File: src/rtl/ov7670_capture.sv
// OV7670 capture front end: frames vsync/href, pairs RGB565 bytes, writes RGB332 pixels.
// Define CAPTURE_DOWNSCALE_EN for 2x2 decimated capture (H_ACTIVE/2 x V_ACTIVE/2).

module ov7670_capture #(
   parameter int unsigned H_ACTIVE = 640,
   parameter int unsigned V_ACTIVE = 480,
   parameter int unsigned ADDR_W   = 19
) (
   input  logic              ov7670_pclk,
   input  logic              reset,
   input  logic              ov7670_vsync,
   input  logic              ov7670_href,
   input  logic [7:0]        ov7670_data,
   output logic              wr_en,
   output logic [ADDR_W-1:0] wr_addr,
   output logic [7:0]        wr_data,
   output logic              frame_done,
   output logic              line_err
);

   localparam int unsigned XW = $clog2(H_ACTIVE + 2);
   localparam int unsigned YW = $clog2(V_ACTIVE + 1);
   localparam int unsigned CW = ADDR_W + 1;
`ifdef CAPTURE_DOWNSCALE_EN
   localparam int unsigned AddrLimit = (H_ACTIVE * V_ACTIVE) / 4;
`else
   localparam int unsigned AddrLimit = H_ACTIVE * V_ACTIVE;
`endif

   typedef enum logic [1:0] {StIdle, StSync, StActive} state_e;

   state_e            state_q, state_d;
   logic              vsync_q, vsync_qq, href_q, href_qq;
   logic [7:0]        data_q;
   logic              phase_q, phase_d;
   logic [5:0]        hi_q, hi_d;       // {R[4:2], G[5:3]} of the held first byte
   logic [XW-1:0]     x_q, x_d;
   logic [YW-1:0]     y_q, y_d;
   logic              wr_en_q, wr_en_d;
   logic [ADDR_W-1:0] wr_addr_q, wr_addr_d;
   logic [7:0]        wr_data_q, wr_data_d;
   logic              frame_done_q, frame_done_d;
   logic              line_err_q, line_err_d;
   logic              vs_rise, vs_fall, href_fall;
   logic              write_ok;
   logic [CW-1:0]     pix_addr;

`ifdef CAPTURE_DOWNSCALE_EN
   assign pix_addr = CW'(y_q >> 1) * CW'(H_ACTIVE / 2) + CW'(x_q >> 1);
   assign write_ok = !x_q[0] && !y_q[0] && (x_q < XW'(H_ACTIVE)) && (y_q < YW'(V_ACTIVE)) &&
                     (pix_addr < CW'(AddrLimit));
`else
   logic [CW-1:0] addr_q, addr_d;

   assign pix_addr = addr_q;
   assign write_ok = (addr_q < CW'(AddrLimit)) && (y_q < YW'(V_ACTIVE));
`endif

   assign vs_rise   = vsync_q & ~vsync_qq;
   assign vs_fall   = ~vsync_q & vsync_qq;
   assign href_fall = ~href_q & href_qq;

   always_ff @(posedge ov7670_pclk or posedge reset) begin
      if (reset) begin
         state_q      <= StIdle;
         vsync_q      <= 1'b0;
         vsync_qq     <= 1'b0;
         href_q       <= 1'b0;
         href_qq      <= 1'b0;
         data_q       <= '0;
         phase_q      <= 1'b0;
         hi_q         <= '0;
         x_q          <= '0;
         y_q          <= '0;
         wr_en_q      <= 1'b0;
         wr_addr_q    <= '0;
         wr_data_q    <= '0;
         frame_done_q <= 1'b0;
         line_err_q   <= 1'b0;
`ifndef CAPTURE_DOWNSCALE_EN
         addr_q       <= '0;
`endif
      end else begin
         state_q      <= state_d;
         vsync_q      <= ov7670_vsync;
         vsync_qq     <= vsync_q;
         href_q       <= ov7670_href;
         href_qq      <= href_q;
         data_q       <= ov7670_data;
         phase_q      <= phase_d;
         hi_q         <= hi_d;
         x_q          <= x_d;
         y_q          <= y_d;
         wr_en_q      <= wr_en_d;
         wr_addr_q    <= wr_addr_d;
         wr_data_q    <= wr_data_d;
         frame_done_q <= frame_done_d;
         line_err_q   <= line_err_d;
`ifndef CAPTURE_DOWNSCALE_EN
         addr_q       <= addr_d;
`endif
      end
   end

   always_comb begin
      state_d      = state_q;
      phase_d      = phase_q;
      hi_d         = hi_q;
      x_d          = x_q;
      y_d          = y_q;
      wr_en_d      = 1'b0;
      wr_addr_d    = wr_addr_q;
      wr_data_d    = wr_data_q;
      frame_done_d = 1'b0;
      line_err_d   = line_err_q;
`ifndef CAPTURE_DOWNSCALE_EN
      addr_d       = addr_q;
`endif
      unique case (state_q)
         StIdle: begin
            if (vs_rise) state_d = StSync;
         end
         StSync: begin
            if (vs_fall) begin
               state_d = StActive;
               phase_d = 1'b0;
               x_d     = '0;
               y_d     = '0;
`ifndef CAPTURE_DOWNSCALE_EN
               addr_d  = '0;
`endif
            end
         end
         StActive: begin
            // vsync wins over any simultaneous href edge or byte: the line is abandoned.
            if (vs_rise) begin
               state_d      = StSync;
               frame_done_d = 1'b1;
               phase_d      = 1'b0;
            end else if (href_fall) begin
               phase_d = 1'b0;
               if (x_q != XW'(H_ACTIVE)) line_err_d = 1'b1;
               x_d = '0;
               if (y_q != YW'(V_ACTIVE)) y_d = y_q + YW'(1);
            end else if (href_q) begin
               if (!phase_q) begin
                  phase_d = 1'b1;
                  hi_d    = {data_q[7:5], data_q[2:0]};
               end else begin
                  phase_d = 1'b0;
                  // Saturate one past H_ACTIVE so overlong lines still flag line_err.
                  if (x_q != XW'(H_ACTIVE + 1)) x_d = x_q + XW'(1);
                  if (write_ok) begin
                     wr_en_d   = 1'b1;
                     wr_addr_d = pix_addr[ADDR_W-1:0];
                     wr_data_d = {hi_q, data_q[4:3]};
`ifndef CAPTURE_DOWNSCALE_EN
                     addr_d    = addr_q + CW'(1);
`endif
                  end
               end
            end
         end
         default: state_d = StIdle;
      endcase
   end

   assign wr_en      = wr_en_q;
   assign wr_addr    = wr_addr_q;
   assign wr_data    = wr_data_q;
   assign frame_done = frame_done_q;
   assign line_err   = line_err_q;

endmodule

File: config.mk
export PLATFORM = sky130hd
export DESIGN_NAME = ov7670_capture
export DESIGN_NICKNAME = d
export VERILOG_FILES = /design/src/rtl/ov7670_capture.sv
export SDC_FILE = /design/constraint.sdc
export NUM_CORES = 1
export LEC_CHECK = 0
export CAP_MARGIN = 10
export CORE_MARGIN = 1
export CORE_UTILIZATION = 60
export CTS_BUF_LIST = sky130_fd_sc_hd__clkbuf_8
export DETAILED_ROUTE_END_ITERATION = 12
export DONT_BUFFER_PORTS = 1
export PLACE_DENSITY = 0.76
export SLEW_MARGIN = 20
export SYNTH_ARGS = -nofsm -noshare
export SYNTH_HDL_FRONTEND = slang
export SYNTH_SLANG_ARGS = --single-unit
File: constraint.sdc
create_clock -name ov7670_pclk -period 4 [get_ports ov7670_pclk]
set_input_delay 1 -clock ov7670_pclk [delete_from_list [all_inputs] [get_ports ov7670_pclk]]
set_output_delay 1 -clock ov7670_pclk [all_outputs]
set_load 0.02 [all_outputs]
==> impl_metrics.csv <==
group,metric,value,unit
placement,portBuffers,0,
clock_network,clkLatencyLatePin,0.36,ns
logic_synthesis,syn_area,0.00436,mm^2
clock_network,cts_max_path_buffers,2,
die,die_w,87.3,um
die,die_y,87.3,um
placement,placed_area,0.00444,mm^2
clock_network,root_buffer,"clkbuf_8",
timing,min_period,2.48,ns
timing,tns,0,ns
logic_synthesis,syn_inst,381,
power,power_density,494,mW/mm^2
timing,max_slew_margin,35.0,%
timing,postLayoutSetupSlackWorst,1.52,ns
grt,grt_usage,24.3,%
logic_synthesis,ys_top_cells_by_count,"dfrtp_1, nand2_1, inv_1, mux2_1",
clock_network,cts_max_level,3,
cells_and_area,layout-drive-gt1-share,12.5,%
logic_synthesis,syn-num-nets,402,
route,routedWlPerCell,17.2,um
cells_and_area,fin_cells,480,
timing,hold_violations,0,
timing,max_freq,0.404,GHz
die,core,0.00691,mm^2
cells_and_area,design_area,0.00463,mm^2
route,wirelength,8.24,mm
logic_synthesis,synth-async-reset-ratio,100,%
power,p_leak,2.07,nW
logic_synthesis,synth_top_area_cell,"dfrtp_1",
die,ioPinCount,42,
cells_and_area,antenna_cells,0,
worst_setup_path,start_kind,"flip-flop",
clock_network,cts_tree,"done",
route,drt_iter0_markers,234,
timing,post-route-period-util,61.9,%
die,num_rows,30,
logic_synthesis,synth_edf_count,0,
logic_synthesis,synth_area_leaders,"dfrtp_1, mux2_1, mux2_2",
route,drtAntennaViolNets,0,
power,peakVddDrop,425,uV
route,vias_per_cell,6.26,
logic_synthesis,postSynthAreaPerCell,11.5,um^2
timing,fin_worst_skew,0.0126,ns
cells_and_area,num-nets-final,400,
logic_synthesis,yosysMostFrequentCell,"dfrtp_1",
worst_hold_path,hp-class,"flip-flop to flip-flop",
grt,top_usage_layer,"met2",
route,dr.pass1.iters,4,
power,p_total,2.29,mW
clock_network,clock-sinks,90,
logic_synthesis,yosysWarnings,0,
grt,grt_pass1_wl,14.4,mm
grt,use_met1,33.7,%
placement,place_hpwl,5.66,mm
route,drc,0,
timing,slew_violations,0,
job,drv_cap,0,
timing,finalSetupViolCount,0,
logic_synthesis,synth_cell_types,53,
grt,grt_use_met3,5.50,%
clock_network,cts_setup_buffers,0,
worst_setup_path,cp_max_fo,20,
grt,gr-total-overflow,0,
clock_network,numCtsBuffers,9,
grt,grt_pass1_vias,3014,
placement,dpl.cell_count,464,
worst_setup_path,setup.worst_path.end_class,"flip-flop",
clock_network,postCtsHoldBufs,0,
logic_synthesis,ys_seq_area_share,51.6,%
logic_synthesis,synth-seq-cells,90,
timing,tightest_slew,0.971,ns
die,die-area,0.00762,mm^2
grt,grt_antenna_before_repair,0,
placement,place_ws,1.56,ns
clock_network,cts.repair.resized,0,
grt,grt_max_degree,64,
route,vias,3007,
placement,gp_congestion,0.838,
logic_synthesis,yosysTopAreaCellShare,51.6,%
clock_network,clk_pin_slew_worst_paths,0.10,ns
logic_synthesis,yosys_most_used_dff,"dfrtp_1",
cells_and_area,syn_to_final_growth,6.08,%
timing,rsz0062_at_grt,"false",
worst_setup_path,worstPathArrival,2.72,ns
worst_setup_path,crit_type,"flip-flop to flip-flop",
outcome,status,"finished clean",
grt,use_met2,38.0,%
worst_setup_path,required,4.24,ns
die,start_util,63.2,%
metrics by stage:
step | utilization, % | hold slack, ns
detailed placement | 64.2 | 0.453
global route | 67.0 | 0.483
global placement | 64.2 | 0.441
floorplan | - | 0.439
finish | 67.0 | 0.471
CTS | 67.0 | 0.476
layout make-up:
cell class / instances / area, um^2
fillers: 572 / 2280
repair buffers: 8 / 60.1
clock inverters: 7 / 68.8
flip-flops and latches: 90 / 2250
multi-input cells: 251 / 1930
clock buffers: 9 / 124
well taps: 96 / 120
inverters: 19 / 73.8
report_power, final:
group	switching (mW)	leakage, nW	total [mW]	internal (mW)
Sequential	0.0589	1.22	1.03	0.971
Clock	0.358	0.0997	0.602	0.244
Combinational	0.452	0.751	0.656	0.204
metal layers:
metal	share of wire, %	up-vias
met5	0	-
met4	0.76	0
met3	5.3	5
met2	48	79
met1	46	1489
li1	-	1434
worst max-delay path, stage by stage (launching register included):
cell and delay (ns):
dfrtp_1 0.47, a211oi_1 0.38, o211ai_1 0.41, nor2_4 0.39
buf_4 0.33, mux2_2 0.37
sequential cells by signal, indices dropped and copies added (netlist names), 2 cells and up:
signal,count
data_q,8
hi_q,6
y_q,9
state_q,2
x_q,10
wr_data,8
addr_q,20
wr_addr,19
path summary, 6_finish.rpt:
path                                         from                       to  slack [ns]  depth (start not counted)
hold / removal                data_q[3]$_DFF_PP0_   wr_data[0]$_DFFE_PP0P_        0.47                          1
hold reg to reg               data_q[3]$_DFF_PP0_   wr_data[0]$_DFFE_PP0P_        0.47                          1
max in group asynchronous                   reset    addr_q[4]$_DFFE_PP0P_        2.66                          2
min in group asynchronous                   reset       y_q[3]$_DFFE_PP0P_        0.64                          1
setup / recovery           addr_q[15]$_DFFE_PP0P_  wr_addr[15]$_DFFE_PP0P_        1.52                          5
setup reg to reg           addr_q[15]$_DFFE_PP0P_  wr_addr[15]$_DFFE_PP0P_        1.52                          5
cells in the final DEF, fill, tap and decap left out, drive strengths merged, types with 3 or more instances in the layout:
| cell | synthesis | routed |
|---|---|---|
| or4 | 6 | 6 |
| o21bai | 4 | 4 |
| a2bb2oi | 5 | 5 |
| mux2i | 14 | 14 |
| clkinv | 0 | 3 |
| o31ai | 7 | 7 |
| a211oi | 5 | 5 |
| o22a | 3 | 3 |
| inv | 19 | 23 |
| o21ai | 12 | 12 |
| a21oi | 15 | 15 |
| buf | 10 | 8 |
| or3 | 3 | 3 |
| a21boi | 5 | 5 |
| o211ai | 3 | 3 |
| and3 | 9 | 9 |
| a2111o | 3 | 3 |
| dfrtp | 90 | 90 |
| nor4 | 15 | 15 |
| ha | 9 | 9 |
| and4 | 6 | 6 |
| nand3 | 12 | 12 |
| nand4 | 10 | 10 |
| nor3 | 3 | 3 |
| and2 | 3 | 3 |
| nor4b | 3 | 3 |
| nand3b | 4 | 4 |
| mux2 | 34 | 34 |
| nor2 | 6 | 6 |
| nand2 | 22 | 22 |
| nand2b | 10 | 10 |
| clkbuf | 11 | 9 |
cell families (layout without fill, tap and decap cells):
group                    Yosys count  count (layout)  synth area share [%]
AND/OR/NAND/NOR                  115             115                  16.1
flip-flops                        90              90                  51.6
AO/OA/AOI/OAI                     79              79                  13.5
multiplexers                      48              48                  12.0
buffers and inverters             40              43                  4.16
adder cells (fa/ha/maj)            9               9                  2.58
(Power assumes the default switching activity.)
